===== src/rtl/alu_sweeper.sv =====
// Self-test sequencer that sweeps all 256 {sel,a,b} vectors through an external 4-bit ALU.
// It compares each result against a built-in reference and reports the mismatch count and the first failure.
module alu_sweeper #(
    parameter int unsigned LATENCY = 1
) (
    input  logic       clk,
    input  logic       res,
    input  logic       start,
    input  logic       abort,
    input  logic [3:0] alu_out,
    output logic [1:0] alu_a,
    output logic [1:0] alu_b,
    output logic [3:0] alu_sel,
    output logic       busy,
    output logic       done,
    output logic       pass,
    output logic [7:0] err_cnt,
    output logic [7:0] first_fail,
    output logic [3:0] first_got
);

    typedef enum logic [2:0] {
        S_IDLE  = 3'd0,
        S_DRIVE = 3'd1,
        S_WAIT  = 3'd2,
        S_CHECK = 3'd3,
        S_DONE  = 3'd4
    } state_t;

    // Last value of the wait counter before CHECK; only used when LATENCY > 1.
    localparam logic [1:0] WAIT_LAST = (LATENCY > 32'd1) ? 2'(LATENCY - 32'd2) : 2'd0;

    state_t     state_q, state_d;
    logic [7:0] idx_q, idx_d;
    logic [1:0] wcnt_q, wcnt_d;
    logic [7:0] err_q, err_d;
    logic [7:0] ffail_q, ffail_d;
    logic [3:0] fgot_q, fgot_d;
    logic       busy_q, busy_d;
    logic       done_q, done_d;
    logic       pass_q, pass_d;
    logic [3:0] expect_s;

    function automatic logic [3:0] alu_expect(input logic [3:0] sel, input logic [1:0] a,
                                              input logic [1:0] b);
        logic [3:0] ea;
        logic [3:0] eb;
        logic [3:0] r;
        ea = {2'b00, a};
        eb = {2'b00, b};
        case (sel)
            4'd0, 4'd1: r = ea + eb;
            4'd2:       r = ea - eb;
            4'd3:       r = eb - ea;
            4'd4:       r = ea * eb;
            4'd5:       r = ea & eb;
            4'd6:       r = ea | eb;
            4'd7:       r = ea ^ eb;
            4'd8:       r = {3'b000, a[1]};
            4'd9:       r = {1'b0, a, 1'b0};
            4'd10:      r = {3'b000, b[1]};
            4'd11:      r = {1'b0, b, 1'b0};
            4'd12:      r = {3'b000, a[1]};
            4'd13:      r = {3'b000, b[1]};
            4'd14:      r = {3'b000, (a == b)};
            4'd15:      r = {3'b000, (a > b)};
            default:    r = 4'd0;
        endcase
        return r;
    endfunction

    assign expect_s = alu_expect(idx_q[7:4], idx_q[3:2], idx_q[1:0]);

    // Next-state and datapath update for the sweep sequencer.
    always_comb begin
        state_d = state_q;
        idx_d   = idx_q;
        wcnt_d  = wcnt_q;
        err_d   = err_q;
        ffail_d = ffail_q;
        fgot_d  = fgot_q;
        case (state_q)
            S_IDLE, S_DONE: begin
                if (abort) begin
                    state_d = S_IDLE;
                end else if (start) begin
                    state_d = S_DRIVE;
                    idx_d   = 8'd0;
                    err_d   = 8'd0;
                    ffail_d = 8'd0;
                    fgot_d  = 4'd0;
                end else begin
                    state_d = state_q;
                end
            end
            S_DRIVE: begin
                if (abort) begin
                    state_d = S_IDLE;
                end else if (LATENCY == 32'd1) begin
                    state_d = S_CHECK;
                end else begin
                    state_d = S_WAIT;
                    wcnt_d  = 2'd0;
                end
            end
            S_WAIT: begin
                if (abort) begin
                    state_d = S_IDLE;
                end else if (wcnt_q == WAIT_LAST) begin
                    state_d = S_CHECK;
                end else begin
                    wcnt_d = wcnt_q + 2'd1;
                end
            end
            S_CHECK: begin
                if (abort) begin
                    state_d = S_IDLE;
                end else begin
                    if (alu_out != expect_s) begin
                        // A zero count means no mismatch yet in this sweep, since the count saturates.
                        if (err_q == 8'd0) begin
                            ffail_d = idx_q;
                            fgot_d  = alu_out;
                        end else begin
                            ffail_d = ffail_q;
                        end
                        if (err_q != 8'hFF) begin
                            err_d = err_q + 8'd1;
                        end else begin
                            err_d = err_q;
                        end
                    end else begin
                        err_d = err_q;
                    end
                    if (idx_q == 8'hFF) begin
                        state_d = S_DONE;
                    end else begin
                        state_d = S_DRIVE;
                        idx_d   = idx_q + 8'd1;
                    end
                end
            end
            default: state_d = S_IDLE;
        endcase
    end

    // Status flags are registered from the next state so they line up with the state register.
    always_comb begin
        busy_d = (state_d == S_DRIVE) || (state_d == S_WAIT) || (state_d == S_CHECK);
        done_d = (state_d == S_DONE);
        pass_d = (state_d == S_DONE) && (err_d == 8'd0);
    end

    // State and result registers.
    always_ff @(posedge clk or posedge res) begin
        if (res) begin
            state_q <= S_IDLE;
            idx_q   <= 8'd0;
            wcnt_q  <= 2'd0;
            err_q   <= 8'd0;
            ffail_q <= 8'd0;
            fgot_q  <= 4'd0;
            busy_q  <= 1'b0;
            done_q  <= 1'b0;
            pass_q  <= 1'b0;
        end else begin
            state_q <= state_d;
            idx_q   <= idx_d;
            wcnt_q  <= wcnt_d;
            err_q   <= err_d;
            ffail_q <= ffail_d;
            fgot_q  <= fgot_d;
            busy_q  <= busy_d;
            done_q  <= done_d;
            pass_q  <= pass_d;
        end
    end

    assign alu_sel    = idx_q[7:4];
    assign alu_a      = idx_q[3:2];
    assign alu_b      = idx_q[1:0];
    assign busy       = busy_q;
    assign done       = done_q;
    assign pass       = pass_q;
    assign err_cnt    = err_q;
    assign first_fail = ffail_q;
    assign first_got  = fgot_q;

endmodule


===== config.mk =====
export PLATFORM = sky130hd
export DESIGN_NAME = alu_sweeper
export DESIGN_NICKNAME = d
export VERILOG_FILES = /design/src/rtl/alu_sweeper.sv
export SDC_FILE = /design/constraint.sdc
export NUM_CORES = 1
export LEC_CHECK = 0
export CAP_MARGIN = 40
export CORE_MARGIN = 4
export CORE_UTILIZATION = 30
export CTS_BUF_LIST = sky130_fd_sc_hd__clkbuf_16
export DETAILED_ROUTE_END_ITERATION = 12
export PLACE_DENSITY = 0.49
export SYNTH_ARGS = -nofsm -noshare
export SYNTH_HDL_FRONTEND = slang
export SYNTH_SLANG_ARGS = --single-unit

===== constraint.sdc =====
create_clock -name clk -period 6.86 [get_ports clk]
set_clock_uncertainty 0.05 [all_clocks]
set_input_delay 1.372 -clock clk [delete_from_list [all_inputs] [get_ports clk]]
set_output_delay 1.372 -clock clk [all_outputs]
set_load 0.01 [all_outputs]

# == Yosys cells after proc, flatten, opt, wreduce, memory -nomap -nowiden ==
# Cells that the tools add are included.
# word_totals
output_inout_bits,31
in_bits,8
reg_bits,36
# classes
eq_ne,33
addsub,6
mul,1
n_bitwise,5
mux,30
magnitude_cmp,1
reduce_logical,16
# ops
operator,n
$mux W8,12
$pmux W4 S13,1
$pmux W8 S2,3
$eq A4 B4 Y1 const B,8
$mux W4,5
$mux W3,6
$add A8 B1 Y8 const B,2
$eq A4 B3 Y1 const B,4
$logic_not A8 Y1,2
$eq A3 B2 Y1 const B,4
$ne A2 B2 Y1 const B,6
$pmux W3 S4,1
$eq A4 B2 Y1 const B,2
$eq A8 B8 Y1 const B,1
$ne A8 B8 Y1 const B,1
$pmux W4 S2,1
$reduce_or A2 Y1,4
$eq A3 B1 Y1 const B,2
$eq A3 B3 Y1 const B,2
$reduce_and A6 Y1,1
$sub A2 B2 Y3,2
$reduce_and A5 Y1,1
$eq A4 B1 Y1 const B,1
$logic_not A4 Y1,1
17 further kinds,19

# == Logic depth before layout (Yosys ltp) ==
# Gate-level depths: netlist of the first run.
# depth
ltp_word,9
ltp_mapped,13
depth_no_buf,11

# == Worst setup path before layout of the first run ==
# No wires, ideal clock.
# synth_timing
path_type,reg-to-reg
start,register idx_q[3]
end,"register pass_q, in the netlist pass"
synth_period_minus_slack_ns,3.296
path_stages_with_launch,12
slack_ns,3.564
arrival_ns,3.151
path_cell_list,dfrtp_1 -> clkbuf_1 -> inv_1 -> ha_1 -> or3b_4 -> a2111oi_4 -> nor4_2 -> xnor2_1 -> nor4_2 -> or4_4 -> a32o_1 -> nor4b_2
# synth_between
elab_chain_len,8
elab_cells_between_ends,21
# synth_rtl
element,line,source
start: declaration,34,"logic [7:0] idx_q, idx_d;"
start signal: assignment,168,idx_q <= idx_d;
$mul A2 B2 Y4 (tied with other cells),55,4'd4: r = ea * eb;
$pmux W4 S13,51,case (sel)
$ne A4 B4 Y1,119,if (alu_out != expect_s) begin
$mux W8,119,
$mux W8,116,if (abort) begin
$pmux W8 S2,82,case (state_q)
$logic_not A8 Y1,151,pass_d = (state_d == S_DONE) && (err_d == 8'd0);
$logic_and A1 B1 Y1 *,151,
via pass_d,41,"logic pass_q, pass_d;"
end signal: assignment,175,pass_q <= pass_d;
end: declaration,41,
# Mark *: on every way through the listed nets, which the timed path passes. The rest lies on a longest branch.
# A chain may end at the register's enable or synchronous reset.

# == Worst setup path in the final report of the first run ==
# layout_timing
start,register idx_q[1]
end,"register pass_q, in the netlist pass"
# Same word-level chain as after synthesis.

==> flow_summary_export.csv, run 1 <==
group,metric,value,unit
synthesis,synth_cells,267,
place,place_area,2880,sq um
detailed_routing,first_iter_violations,65,
finish,fillers,793,
critical_path,cp.arrival,3.77,ns
synthesis,synth_top_area_cell,"dfrtp_1",
synthesis,ys.flop_type,"dfrtp_1",
synthesis,ys_ff_latch,36,
synthesis,yosysTopAreaCellShare,36.9,%
die,die-height,98.2,microns
clocking,cts.sinks,36,
place,port_buffers,38,
synthesis,ys_types,53,
finish,area_growth,25.0,%
detailed_routing,first_pass_iters,4,
timing,rsz0062_at_grt,"no",
synthesis,synth_compound_area_share,11.7,%
timing,setup_violations,0,
power,leakage,1.21,nW
synthesis,synth_top_family_by_area,"simple AND/OR/NAND/NOR gates",
detailed_routing,ant_nets,0,
die,core_area,7810,sq um
critical_path,critical_path_required,6.99,ns
finish,nets,322,
finish,seq_area,901,sq um
timing,worst_pin_slew,0.794,ns
detailed_routing,routed_wl,6090,microns
synthesis,synth_fa_ha_area_share,8.61,%
flow_run,max_cap_viol_count,0,
timing,fin_hold_ws,0.472,ns
min_path,hold_class,"reg -> reg",
clocking,postCtsSetupRepairBufs,0,
synthesis,seq_area_frac_synth,36.9,%
detailed_routing,wl_per_cell,15.1,microns
detailed_routing,drc_errors,0,
critical_path,critical_path_class,"reg -> reg",
grt,grt_pass1_vias,2117,
grt,grt_antenna_before_repair,0,
outcome,outcome,"finished, final reports clean",
timing,fmax,275,MHz
clocking,cts_tree,"yes",
grt,grt_pass1_wl,10600,microns
critical_path,reg2reg_slack,3.23,ns
synthesis,synth_area,2440,sq um
power,p_per_area,245,nW/um^2
timing,worst_slack,3.23,ns
synthesis,syn_nets,290,
die,die-area,9640,sq um
place,dp_hpwl,4320,microns
die,die_w,98.2,microns
clocking,clockBufferDepth,2,
grt,grt_max_degree,37,
synthesis,synthTopCellsByArea,"dfrtp_1 37%, mux2i_1 7.0%, ha_1 6.2%",
clocking,holdBufCountCts,0,
timing,hold_violations,0,
finish,final_cell_mix,"38 x clkdlybuf4s50_1, 36 x dfrtp_1, 34 x inv_1",
detailed_routing,num_vias,2021,
clocking,cts-root-buf,"clkbuf_16",
critical_path,worstPathMaxFanout,12,
timing,slew_headroom,47.1,%
synthesis,synth_mux_area_share,6.97,%
place,place_ws,3.18,ns
critical_path,startpoint_type,"flop",
grt,grt.total_usage,13.3,%
timing,fin_setup_tns,0,ns
clocking,clkTransAtPathRegs,0.06,ns
critical_path,end_kind,"flop",
synthesis,synthArstFlopShare,100,%
die,initial_core_util,31.3,%
synthesis,synth-edff-count,0,
finish,layout_commonest_cell,"clkdlybuf4s50_1",
finish,multi_input_area,1330,sq um
die,core.rowCount,32,
timing,maxSlewViolCount,0,
finish,drive_gt1_share,6.33,%
synthesis,yosys.area_share.simple,23.1,%
finish,stdcell_area,3050,sq um
finish,antenna_cells,0,
clocking,htree_levels,2,
synthesis,synth_xor_xnor_area_share,3.95,%
place,place.gp.congestion,0.815,
synthesis,synth.avg_cell_area,9.14,sq um
timing,min_period,3.63,ns
grt,grt-ovfl-total,0,
synthesis,synth_warnings,0,
clocking,cts-resized-gates,0,
clocking,numCtsBuffers,5,
detailed_routing,vias_per_cell,5.03,
power,finalPower,0.746,mW
die,ios,39,
power,ir_drop,0.0968,mV
timing,layout_worst_path_cycle_share,53.0,%
clocking,clk_latency,0.28,ns
## report_power, final
| part | switching (mW) | leakage (nW) | internal [mW] |
|---|---|---|---|
| registers | 0.0311 | 0.494 | 0.238 |
| clock network | 0.0908 | 0.0798 | 0.171 |
| logic | 0.117 | 0.637 | 0.0988 |
## flip-flops by register name (all words and copies together), names as in the netlist
name        flops
done            1
first_got       4
wcnt_q          2
idx_q           8
err_cnt         8
pass            1
busy            1
state_q         3
first_fail      8
## stage by stage
| step | cells | utilization [%] |
|---|---|---|
| 2_1_floorplan | 267 | - |
| 3_3_place_gp | 393 | 36.9 |
| 3_5_place_dp | 394 | 36.9 |
| 4_1_cts | 402 | 39.1 |
| 5_1_grt | 402 | 39.1 |
| 6_report | 402 | 39.1 |
## logic make-up (layout without fill, tap and decap cells)
kind of cell	Yosys count	count (layout)
and+or+nand+nor	100	100
xor gates and xnor gates	11	11
muxes	17	17
DFF	36	36
AOI/OAI and AO/OA	38	38
adders and majority gates	15	15
buffers and inverters	50	83
## layout make-up
class | count | share of cell area [%]
multi-input combinational | 181 | 43.5
tap | 102 | 4.18
inverter | 34 | 4.18
sequential | 36 | 29.5
clock inverter | 3 | 1.39
clock buffer | 5 | 4.10
timing repair buffer | 41 | 13.1
## final timing paths
check	start	cells past startpoint	to
max in group asynchronous	res	3	err_cnt[5]
min in group asynchronous	res	3	first_fail[4]
worst max-delay path	idx_q[1]	11	pass
worst min-delay path	first_got[3]	2	first_got[3]
worst max register to register	idx_q[1]	11	pass
worst min register to register	first_got[3]	2	first_got[3]
## Yosys cell counts, types with 2 or more instances
master,n
nand2_1,32
or3_1,3
nor3_1,7
nand3b_1,3
fa_1,3
a311oi_1,2
o311ai_0,2
o21ai_0,10
mux2i_1,17
nand3_1,7
xnor2_1,10
dfrtp_1,36
and3_1,2
a21oi_1,7
o31ai_1,3
clkbuf_1,7
nor4b_1,4
nand4_1,3
buf_2,5
inv_1,34
nor2_1,16
ha_1,12
nand2b_1,3
nor4_1,4
nor4_2,3
buf_4,3
nand4b_1,3
## metal layers
layer  track usage, %  share of wire [%]
met1             18.2                 48
met2             21.9                 47
met4             3.05               0.48
met5                0                  0
met3             2.57                4.3
## worst max-delay path: stages, from the launching register on
cell and delay (ns):
dfrtp_1 0.63, inv_1 0.19, ha_1 0.36, or3b_4 0.42, a2111oi_4 0.31, nor4_2 0.09
xnor2_1 0.19, nor4_2 0.09, buf_2 0.19, or4_4 0.54, a32o_1 0.28, nor4b_2 0.20
Note: power is estimated with default switching activity, not from simulation.
==> run 2: changes to the inputs <==
--- a/config.mk
+++ b/config.mk
@@ -10,7 +10,7 @@
 export CORE_UTILIZATION = 30
 export CTS_BUF_LIST = sky130_fd_sc_hd__clkbuf_16
 export DETAILED_ROUTE_END_ITERATION = 12
-export PLACE_DENSITY = 0.49
+export PLACE_DENSITY = 0.51
 export SYNTH_ARGS = -nofsm -noshare
 export SYNTH_HDL_FRONTEND = slang
 export SYNTH_SLANG_ARGS = --single-unit
==> constraint.sdc (replaced) <==
create_clock -name clk -period 3.1 [get_ports clk]
set_clock_uncertainty 0.05 [all_clocks]
set_input_delay 0.62 -clock clk [delete_from_list [all_inputs] [get_ports clk]]
set_output_delay 0.62 -clock clk [all_outputs]
set_load 0.01 [all_outputs]
==> run 2 against run 1 <==
Effect of this change:
- worst setup slack got worse by 3.3 ns
- maximum frequency is 14% higher
- power up 130%
- via count is 5.1% higher
- register-to-register slack lost 3.3 ns
- hold slack worse by 0.0061 ns
- first-iteration DRC count grew 29%
- die area is the same
- the run now ends with setup timing left
==> flow_summary_export.csv, run 2 (synthesis results as in run 1) <==
group,metric,value,unit
die,die-height,98.2,microns
timing,rsz0062_at_grt,"yes",
timing,worst_slack,-0.0972,ns
timing,fin_hold_ws,0.466,ns
critical_path,critPathTopFamily,"compound AO/OA/AOI/OAI gates",
clocking,clk_latency,0.28,ns
grt,grt.total_usage,13.6,%
clocking,holdBufCountCts,0,
flow_run,max_cap_viol_count,0,
detailed_routing,ant_nets,0,
timing,fmax,313,MHz
power,finalPower,1.71,mW
clocking,htree_levels,2,
detailed_routing,top_layer,"met4",
finish,seq_area,905,sq um
finish,fillers,772,
timing,setup_violations,13,
clocking,clockBufferDepth,2,
finish,antenna_cells,0,
place,port_buffers,38,
critical_path,critical_path_required,3.24,ns
critical_path,startpoint_type,"flop",
detailed_routing,wl_met3,389,microns
detailed_routing,drc_errors,0,
place,place.gp.congestion,0.867,
detailed_routing,first_iter_violations,84,
finish,fin_cells,435,
die,die-area,9640,sq um
power,leakage,1.39,nW
clocking,cts-root-buf,"clkbuf_16",
clocking,cts_tree,"yes",
clocking,cts.sinks,36,
critical_path,crit_path_cell_trace,"buf_4, ha_2, inv_1, fa_1, nor2_1, a311oi_1, o311ai_1, xor2_1, nor4_2, buf_4, o41a_1, a32o_2, nor4b_2",
finish,layout_commonest_cell,"clkdlybuf4s50_1",
power,p_per_area,503,nW/um^2
critical_path,worstPathMaxFanout,8,
die,die_w,98.2,microns
critical_path,slowest_stage,"dfrtp_2",
place,dp.cells,420,
timing,slew_headroom,68.0,%
finish,final_cell_mix,"38 x clkdlybuf4s50_1, 33 x dfrtp_1, 32 x nand2_1, 32 x buf_4, 31 x inv_1",
timing,layout_worst_path_cycle_share,103,%
clocking,clkTransAtPathRegs,0.06,ns
detailed_routing,routed_wl,6440,microns
place,dp_hpwl,4670,microns
outcome,violations,"setup timing",
detailed_routing,dr_wl_met2,3090,microns
timing,hold_violations,0,
detailed_routing,met1Wirelength,2890,microns
detailed_routing,first_pass_iters,4,
die,core.rowCount,32,
clocking,numCtsBuffers,5,
timing,worst_pin_slew,0.479,ns
grt,grt_max_degree,37,
finish,area_growth,38.9,%
grt,grt_pass1_wl,10600,microns
die,ios,39,
critical_path,max_stage_delay,0.45,ns
detailed_routing,wl_per_cell,14.8,microns
critical_path,cp.arrival,3.33,ns
grt,grt_pass1_vias,2134,
min_path,hold_class,"reg -> reg",
critical_path,end_kind,"flop",
power,ir_drop,0.207,mV
finish,nets,355,
grt,grt-ovfl-total,0,
critical_path,path_buf_inv,3,
detailed_routing,vias_per_cell,4.89,
detailed_routing,num_vias,2125,
grt,grt_antenna_before_repair,0,
timing,min_period,3.20,ns
critical_path,crit_path_frequent_cell,"buf_4",
die,core_area,7810,sq um
outcome,outcome,"finished with violations",
critical_path,critical_path_class,"reg -> reg",
finish,drive_gt1_share,20.1,%
timing,maxSlewViolCount,0,
finish,multi_input_area,1390,sq um
die,initial_core_util,31.3,%
==> run 2: cell count changes in the layout (fill, tap and decap cells not counted), sizes merged <==
cell / previous run / this run
clkinv: 1 / 3
buf: 3 / 35
clkinvlp: 1 / 0
bufinv: 1 / 0
clkbuf: 5 / 6
==> run 2: per-layer routing <==
| metal | global-route usage (%) | up-vias |
|---|---|---|
| met5 | 0 | - |
| met4 | 3.78 | 0 |
| met2 | 23.0 | 64 |
| met1 | 17.5 | 1005 |
| met3 | 2.79 | 7 |
| li1 | - | 1049 |
==> run 2: final timing paths <==
kind | endpoint | start | slack [ns] | cells after the start
setup / recovery | pass | idx_q[0] | -0.1 | 13
hold / removal | first_fail[3] | first_fail[3] | 0.47 | 2
setup reg to reg | pass | idx_q[0] | -0.1 | 13
hold reg to reg | first_fail[3] | first_fail[3] | 0.47 | 2
max in group asynchronous | idx_q[3] | res | 1.93 | 3
min in group asynchronous | first_fail[1] | res | 0.71 | 3
==> run 2: worst reg2reg max path: cells and delay by family, from the launching register on <==
family	cells	cell delay, ns
compound gates	4	0.99
xor+xnor	1	0.22
fa+ha+maj	2	0.57
buf+inv	3	0.40
flops	1	0.45
simple gates	3	0.44
==> run 2: layout make-up <==
type	instances	share of cell area, %
well taps	102	3.77
clock inverters	3	0.406
inverters	34	3.77
clock buffers	5	3.69
flip-flops and latches	36	26.7
repair buffers	74	20.8
multi-input cells	181	40.9
==> run 2: power breakdown <==
group	switching, mW	total (mW)	internal, mW
Combinational	0.316	0.637	0.321
Clock	0.192	0.484	0.292
Sequential	0.0566	0.585	0.528
==> run 2: repair_timing <==
action	in CTS	in global routing
setup buffers	5	1
cloned	0	1
pin swaps	11	4
resized for setup	11	6
endpoints found under the setup margin	14	19
==> run 2: stage by stage <==
stage	util (%)	instance area (sq um)	worst slack, ns	TNS, ns
4_1_cts	42.7	3330	-0.0867	-0.306
3_3_place_gp	40.0	3120	-0.157	-0.589
3_5_place_dp	40.0	3120	-0.189	-0.622
6_report	43.4	3390	-0.0972	-0.688
2_1_floorplan	-	2450	0.0104	0
5_1_grt	43.4	3390	-0.299	-3.49
